### src/rtl/addr_seq_ctrl.sv
`default_nettype none
// ============================================================================
// Module      : addr_seq_ctrl
// Description : Bounded 2-D strided address sequencer. Walks x-inner/y-outer
//               on a valid/ready stream and pulses done at the end.
// Revision    : 1.0 - initial release
// ============================================================================
module addr_seq_ctrl #(
    parameter int WIDTH = 16
) (
    input  logic             clk,
    input  logic             rst_n,
    input  logic             cfg_valid,
    output logic             cfg_ready,
    input  logic [WIDTH-1:0] cfg_offset,
    input  logic [WIDTH-1:0] cfg_x_max,
    input  logic [WIDTH-1:0] cfg_x_stride,
    input  logic [WIDTH-1:0] cfg_y_max,
    input  logic [WIDTH-1:0] cfg_y_stride,
    input  logic             abort,
    output logic             addr_valid,
    input  logic             addr_ready,
    output logic [WIDTH-1:0] addr,
    output logic             addr_last,
    output logic             busy,
    output logic             done
);

    localparam logic [1:0] C_ST_IDLE = 2'd0;
    localparam logic [1:0] C_ST_RUN  = 2'd1;
    localparam logic [1:0] C_ST_DONE = 2'd2;

    logic [1:0]       state_q,    state_d;
    logic [WIDTH-1:0] offset_q,   offset_d;
    logic [WIDTH-1:0] x_max_q,    x_max_d;
    logic [WIDTH-1:0] x_stride_q, x_stride_d;
    logic [WIDTH-1:0] y_max_q,    y_max_d;
    logic [WIDTH-1:0] y_stride_q, y_stride_d;
    logic [WIDTH-1:0] x_cnt_q,    x_cnt_d;
    logic [WIDTH-1:0] y_cnt_q,    y_cnt_d;
    logic [WIDTH-1:0] x_acc_q,    x_acc_d;
    logic [WIDTH-1:0] y_acc_q,    y_acc_d;

    logic w_run;
    logic w_x_end;
    logic w_y_end;

    assign w_run   = (state_q == C_ST_RUN);
    assign w_x_end = (x_cnt_q == x_max_q - WIDTH'(1));
    assign w_y_end = (y_cnt_q == y_max_q - WIDTH'(1));

    // Outputs are decoded from registered state only; addr is forced to zero
    // outside RUN so idle/reset presents a clean bus.
    assign cfg_ready  = (state_q == C_ST_IDLE);
    assign addr_valid = w_run;
    assign busy       = w_run;
    assign done       = (state_q == C_ST_DONE);
    assign addr_last  = w_run && w_x_end && w_y_end;
    assign addr       = w_run ? (offset_q + x_acc_q + y_acc_q) : '0;

    always_comb begin
        state_d    = state_q;
        offset_d   = offset_q;
        x_max_d    = x_max_q;
        x_stride_d = x_stride_q;
        y_max_d    = y_max_q;
        y_stride_d = y_stride_q;
        x_cnt_d    = x_cnt_q;
        y_cnt_d    = y_cnt_q;
        x_acc_d    = x_acc_q;
        y_acc_d    = y_acc_q;

        case (state_q)
            C_ST_IDLE: begin
                if (cfg_valid) begin
                    offset_d   = cfg_offset;
                    x_max_d    = cfg_x_max;
                    x_stride_d = cfg_x_stride;
                    y_max_d    = cfg_y_max;
                    y_stride_d = cfg_y_stride;
                    x_cnt_d    = '0;
                    y_cnt_d    = '0;
                    x_acc_d    = '0;
                    y_acc_d    = '0;
                    if ((cfg_x_max == '0) || (cfg_y_max == '0)) begin
                        state_d = C_ST_DONE;
                    end else begin
                        state_d = C_ST_RUN;
                    end
                end
            end
            C_ST_RUN: begin
                // Abort wins over a same-cycle handshake.
                if (abort) begin
                    state_d = C_ST_IDLE;
                end else if (addr_ready) begin
                    if (w_x_end) begin
                        x_cnt_d = '0;
                        x_acc_d = '0;
                        y_cnt_d = y_cnt_q + WIDTH'(1);
                        y_acc_d = y_acc_q + y_stride_q;
                    end else begin
                        x_cnt_d = x_cnt_q + WIDTH'(1);
                        x_acc_d = x_acc_q + x_stride_q;
                    end
                    if (w_x_end && w_y_end) begin
                        state_d = C_ST_DONE;
                    end
                end
            end
            C_ST_DONE: begin
                state_d = C_ST_IDLE;
            end
            default: begin
                state_d = C_ST_IDLE;
            end
        endcase
    end

    always_ff @(posedge clk or negedge rst_n) begin
        if (!rst_n) begin
            state_q    <= C_ST_IDLE;
            offset_q   <= '0;
            x_max_q    <= '0;
            x_stride_q <= '0;
            y_max_q    <= '0;
            y_stride_q <= '0;
            x_cnt_q    <= '0;
            y_cnt_q    <= '0;
            x_acc_q    <= '0;
            y_acc_q    <= '0;
        end else begin
            state_q    <= state_d;
            offset_q   <= offset_d;
            x_max_q    <= x_max_d;
            x_stride_q <= x_stride_d;
            y_max_q    <= y_max_d;
            y_stride_q <= y_stride_d;
            x_cnt_q    <= x_cnt_d;
            y_cnt_q    <= y_cnt_d;
            x_acc_q    <= x_acc_d;
            y_acc_q    <= y_acc_d;
        end
    end

endmodule
`default_nettype wire

### config.mk
export PLATFORM = sky130hd
export DESIGN_NAME = addr_seq_ctrl
export DESIGN_NICKNAME = d
export VERILOG_FILES = /design/src/rtl/addr_seq_ctrl.sv
export SDC_FILE = /design/constraint.sdc
export NUM_CORES = 1
export LEC_CHECK = 0
export CORE_ASPECT_RATIO = 0.8
export CORE_MARGIN = 5
export CORE_UTILIZATION = 59
export DETAILED_ROUTE_END_ITERATION = 6
export DONT_BUFFER_PORTS = 1
export PLACE_DENSITY = 0.75
export SLEW_MARGIN = 20
export SYNTH_ARGS = -nofsm -noshare
export SYNTH_HDL_FRONTEND = slang
export SYNTH_SLANG_ARGS = --single-unit
export TNS_END_PERCENT = 30
### constraint.sdc
create_clock -name clk -period 7.9 [get_ports clk]
set_input_delay 1.975 -clock clk [delete_from_list [all_inputs] [get_ports clk]]
set_output_delay 1.975 -clock clk [all_outputs]
set_load 0.01 [all_outputs]
# [Yosys cells after proc, flatten, opt, wreduce, memory -nomap -nowiden]
# Cells that the tools add are included.
[word_totals] reg_bits=146 word_cells=64
[op_classes] addsub=8 eq_ne=10 n_reduce_logical=12 n_mux=24
[op_table] cell="16-bit two-way mux" n=14
[op_table] cell="16-bit one-hot mux with 2 select lines" n=4
[op_table] cell="16-bit adder" n=4
[op_table] cell="16-bit by 1-bit adder with 16-bit output (second input constant)" n=2
[op_table] cell="16-bit == test" n=2
[op_table] cell="16-bit zero test" n=2
[op_table] cell="16-bit by 1-bit subtractor with 16-bit output (second input constant)" n=2
[op_table] cell="2-bit two-way mux" n=5
[op_table] cell="2-bit != test (second input constant)" n=3
[op_table] cell="5-bit AND reduction" n=1
[op_table] cell="2-bit one-hot mux with 2 select lines" n=1
[op_table] cell="4-bit AND reduction" n=1
[op_table] cell="1-bit logical AND" n=3
[op_table] cell="3-bit by 2-bit != test with 1-bit output (second input constant)" n=1
[op_table] cell="3-bit != test (second input constant)" n=1
[op_table] cell="3-bit AND reduction" n=1
[op_table] cell="2-bit by 1-bit == test with 1-bit output (second input constant)" n=1
[op_table] cell="2-bit == test (second input constant)" n=1
[op_table] cell="2-bit zero test" n=1
[op_table] cell="2-bit by 1-bit != test with 1-bit output (second input constant)" n=1
[op_table] cell="2-bit AND reduction" n=1
[op_table] cell="2-bit nonzero test" n=1
[op_table] cell="1-bit logical OR" n=1

# [Longest topological paths before layout]
[logic_depth] depth_word=7 ltp_mapped=13

# [Worst setup path before layout]
# OpenSTA, ideal clock, no wires.
[synth_path] path_kind="register to output" startpoint="register offset_q[2]" endpoint="output addr[14]" path_slack_ps=3053 stages_incl_launch_ff=11 path_buffers=0 arrival_time_ps=2872 required_time_ps=5925 cell_sequence="dfrtp_1 > fa_1 > ha_1 > a21o_1 > a21o_1 > a2111oi_0 > o31ai_1 > o211ai_1 > o21ai_0 > xnor2_1 > nor2_1"
[synth_via] elab_chain_len=3
[synth_rtl] item="from (decl)" line="34" rtl="logic [WIDTH-1:0] offset_q, offset_d;"
[synth_rtl] item="from (signal assigned)" line="134" rtl="offset_q <= offset_d;"
[synth_rtl] item="16-bit adder (2 in series)" line="59" rtl="assign addr = w_run ? (offset_q + x_acc_q + y_acc_q) : '0;"
[synth_rtl] item="16-bit two-way mux" line="59"
[synth_rtl] item="to (decl)" line="23" rtl="output logic [WIDTH-1:0] addr,"
# Every way passes these cells.

# [Worst setup path in the final report]
[layout_path] startpoint="register x_acc_q[2]" endpoint="output addr[14]"
[layout_via] elab_chain_len=3
[layout_rtl] item="from (decl)" line="41" rtl="logic [WIDTH-1:0] x_acc_q, x_acc_d;"
[layout_rtl] item="from (signal assigned)" line="130" rtl="x_acc_q <= '0;"
[layout_rtl] item="from (signal assigned)" line="141" rtl="x_acc_q <= x_acc_d;"
[layout_rtl] item="16-bit adder (2 in series)" line="59"
[layout_rtl] item="16-bit two-way mux" line="59"
# Every way passes these cells.

==> reports/qor.yml <==
clocking:
  cts_setup_buffers: 0
  cts_tree: "done"
  numClockSinks: 146
  numCtsBuffers: 17
  max-clock-path-buffers: 2
  cts_root_buf: "clkbuf_16"
  cts_hold_buffers: 0
  path_clk_slew_ns: 0.06
  postCtsResizedCells: 0
  insertion_delay_ns: 0.43
  htree_levels: 4
detailed_routing:
  post-route-drc-count: 0
  routed_wl_mm: 22.2
  routed_via_density: 5.84
  vias: 7480
  first_pass_iters: 6
  routedWlPerCell_um: 17.3
  antenna_left: 0
  drtIter0Drc: 537
placement:
  dpl.cell_count: 1252
  finalWeightedCongestion: 0.926
  port_buffers: 0
  hpwl_mm: 15.6
  place_ws_ns: 2.65
yosys:
  netlist_top_cells_area: "dfrtp_1, nand2_1, ha_1"
  synth_edf_count: 0
  synth_flop_cell: "dfrtp_1"
  synth_top_area_cell: "dfrtp_1"
  syn_area_per_cell_um2: 8.71
  async_flop_share: 1.00
  yosysSeqAreaShare: 0.391
  syn_nets: 1225
  syn-cell-area_um2: 9360
  yosysTopAreaCellShare: 0.391
  ys_warn_count: 0
  syn_inst: 1074
  yosysMostFrequentCell: "nand2_1"
  synth_seq_cells: 146
  ys_top_cells_by_count: "nand2_1, dfrtp_1, nor2_1"
  synth_cell_type_count: 68
layout:
  stdcell_count: 1281
  final_util: 0.641
  layout-drive-gt1-share: 0.0525
  area_delta_synth_final_pct: 7.16
  nets: 1207
  diodes: 0
flow_run:
  cap_violations: 0
run_status:
  run_status: "finished, final reports clean"
setup_path:
  crit_fanout: 3
  cp.required_ns: 5.93
  startpoint_type: "register"
  critical_path_class: "register to output pin"
  cp-end-kind: "output pin"
  reg2reg_slack_ns: 4.44
  r2r_start: "x_max_q[3]"
  cp-startpoint: "x_acc_q[2]"
  crit_arrival_ns: 3.68
power:
  vdd_drop_max_mv: 0.223
  power_density_nw_per_um2: 415
  leakage_nw: 4.66
die:
  start_util: 0.598
  num_rows: 41
  die_w_um: 151
  die_h_um: 123
  core_um2: 15600
  die_area_um2: 18500
  pin_count: 106
global_routing:
  grt_overflow: 0
  first_global_vias: 7266
  antenna_found_initial: 0
  grt_usage: 0.254
  grt_pass1_wl_mm: 37.0
  grt_start_max_net_pins: 147
timing:
  rsz0062_at_grt: "no"
  finalCriticalPeriod_ns: 5.66
  fmax_ghz: 0.177
  slew_violations: 0
  setup_tns_ns: 0
  tightest_slew_ns: 1.02
  setup_ws_ns: 2.24
  setup_violations: 0
  fin_crit_sh: 0.716
  hold_viol: 0
  timing.hold.ws_ns: 0.482
  relSlewSlack: 0.322
  clock_skew_ns: 0.0109
worst_hold_path:
  hp-start: "y_stride_q[12]"
  hp-class: "register to register"
## report_power, final
part	internal, mW	leakage (nW)	switching [mW]
clock network	0.443	0.260	0.313
logic	0.833	2.52	1.25
registers	1.01	1.88	0.314
## routing by layer
metal | track usage | up-vias | wire [µm]
met2 | 0.381 | 190 | 9710
met1 | 0.375 | 3585 | 11000
met3 | 0.0543 | 20 | 1200
met4 | 0.0713 | 0 | 292
li1 | - | 3685 | -
met5 | 0 | - | 0
## placed cells by master, fill, tap and decap left out, types with 3 or more instances in the layout
master / netlist / final
or4_1: 11 / 11
nor4_1: 13 / 13
nand2b_1: 9 / 9
and2_1: 8 / 7
nand2_1: 303 / 302
nor3_1: 19 / 19
xor2_1: 41 / 41
fa_1: 18 / 18
nor2b_1: 10 / 10
buf_4: 1 / 5
clkinvlp_4: 0 / 3
o211ai_1: 6 / 6
or3_1: 16 / 16
ha_1: 48 / 48
a21oi_1: 34 / 34
xnor2_1: 52 / 52
dfrtp_1: 146 / 146
a211oi_1: 7 / 7
clkinv_2: 0 / 3
nand4_1: 14 / 14
nor2_1: 74 / 74
o2111ai_1: 3 / 3
o22ai_1: 5 / 4
nand3_1: 24 / 24
mux2i_1: 6 / 6
or2_2: 3 / 3
o41ai_1: 6 / 6
inv_1: 17 / 17
a22o_1: 4 / 4
a31oi_1: 5 / 5
o21ai_0: 37 / 37
o31ai_1: 24 / 24
a21o_1: 9 / 9
o21a_1: 8 / 8
and3_1: 8 / 8
nor4_2: 4 / 4
clkbuf_16: 0 / 17
## flip-flops by register name (all words and copies together) (netlist names)
name	count
offset_q	16
x_acc_q	16
x_cnt_q	16
x_max_q	16
x_stride_q	16
y_acc_q	16
y_cnt_q	16
y_max_q	16
y_stride_q	16
state_q	2
## layout make-up
| type | instances | area [µm²] |
|---|---|---|
| timing repair buffer | 5 | 37.5 |
| clock buffer | 20 | 457 |
| sequential | 146 | 3650 |
| fill | 1356 | 5620 |
| tap | 215 | 269 |
| inverter | 17 | 63.8 |
| multi-input combinational | 869 | 5460 |
| clock inverter | 9 | 85.1 |
## cells by family (layout without fill, tap and decap cells)
kind of cell             Yosys count  count (layout)  synth area share
AND/OR/NAND/NOR                  527             527             0.256
AO/OA/AOI/OAI                    175             175             0.128
flip-flops                       146             146             0.391
XOR/XNOR                          93              93            0.0871
adder cells (fa/ha/maj)           66              66             0.103
buffers and inverters             59              51            0.0271
multiplexers                       8               8           0.00883
## worst paths after layout
path                                  end  depth (start not counted)
max in group asynchronous     offset_q[5]                          0
min                        y_stride_q[12]                          2
min in group asynchronous      y_max_q[5]                          0
max reg2reg                   y_acc_q[15]                          8
max                              addr[14]                         10
min reg2reg                y_stride_q[12]                          2
## worst max-delay path, cell delays in order, from the launching register on
cell and delay [ns]:
dfrtp_1 0.41, fa_1 0.52, ha_1 0.31, a21o_1 0.16
a21o_1 0.21, a2111oi_0 0.67, o31ai_1 0.21, o211ai_1 0.29
o21ai_0 0.15, xnor2_1 0.14, nor2_1 0.18
## metrics by stage
step | power [mW] | area [µm²]
floorplan | 2.93 | 9360
global placement | 3.33 | 9480
global route | 4.52 | 10000
finish | 4.16 | 10000
detailed placement | 3.38 | 9480
CTS | 4.17 | 10000
Note: power is estimated with default switching activity, not from simulation.
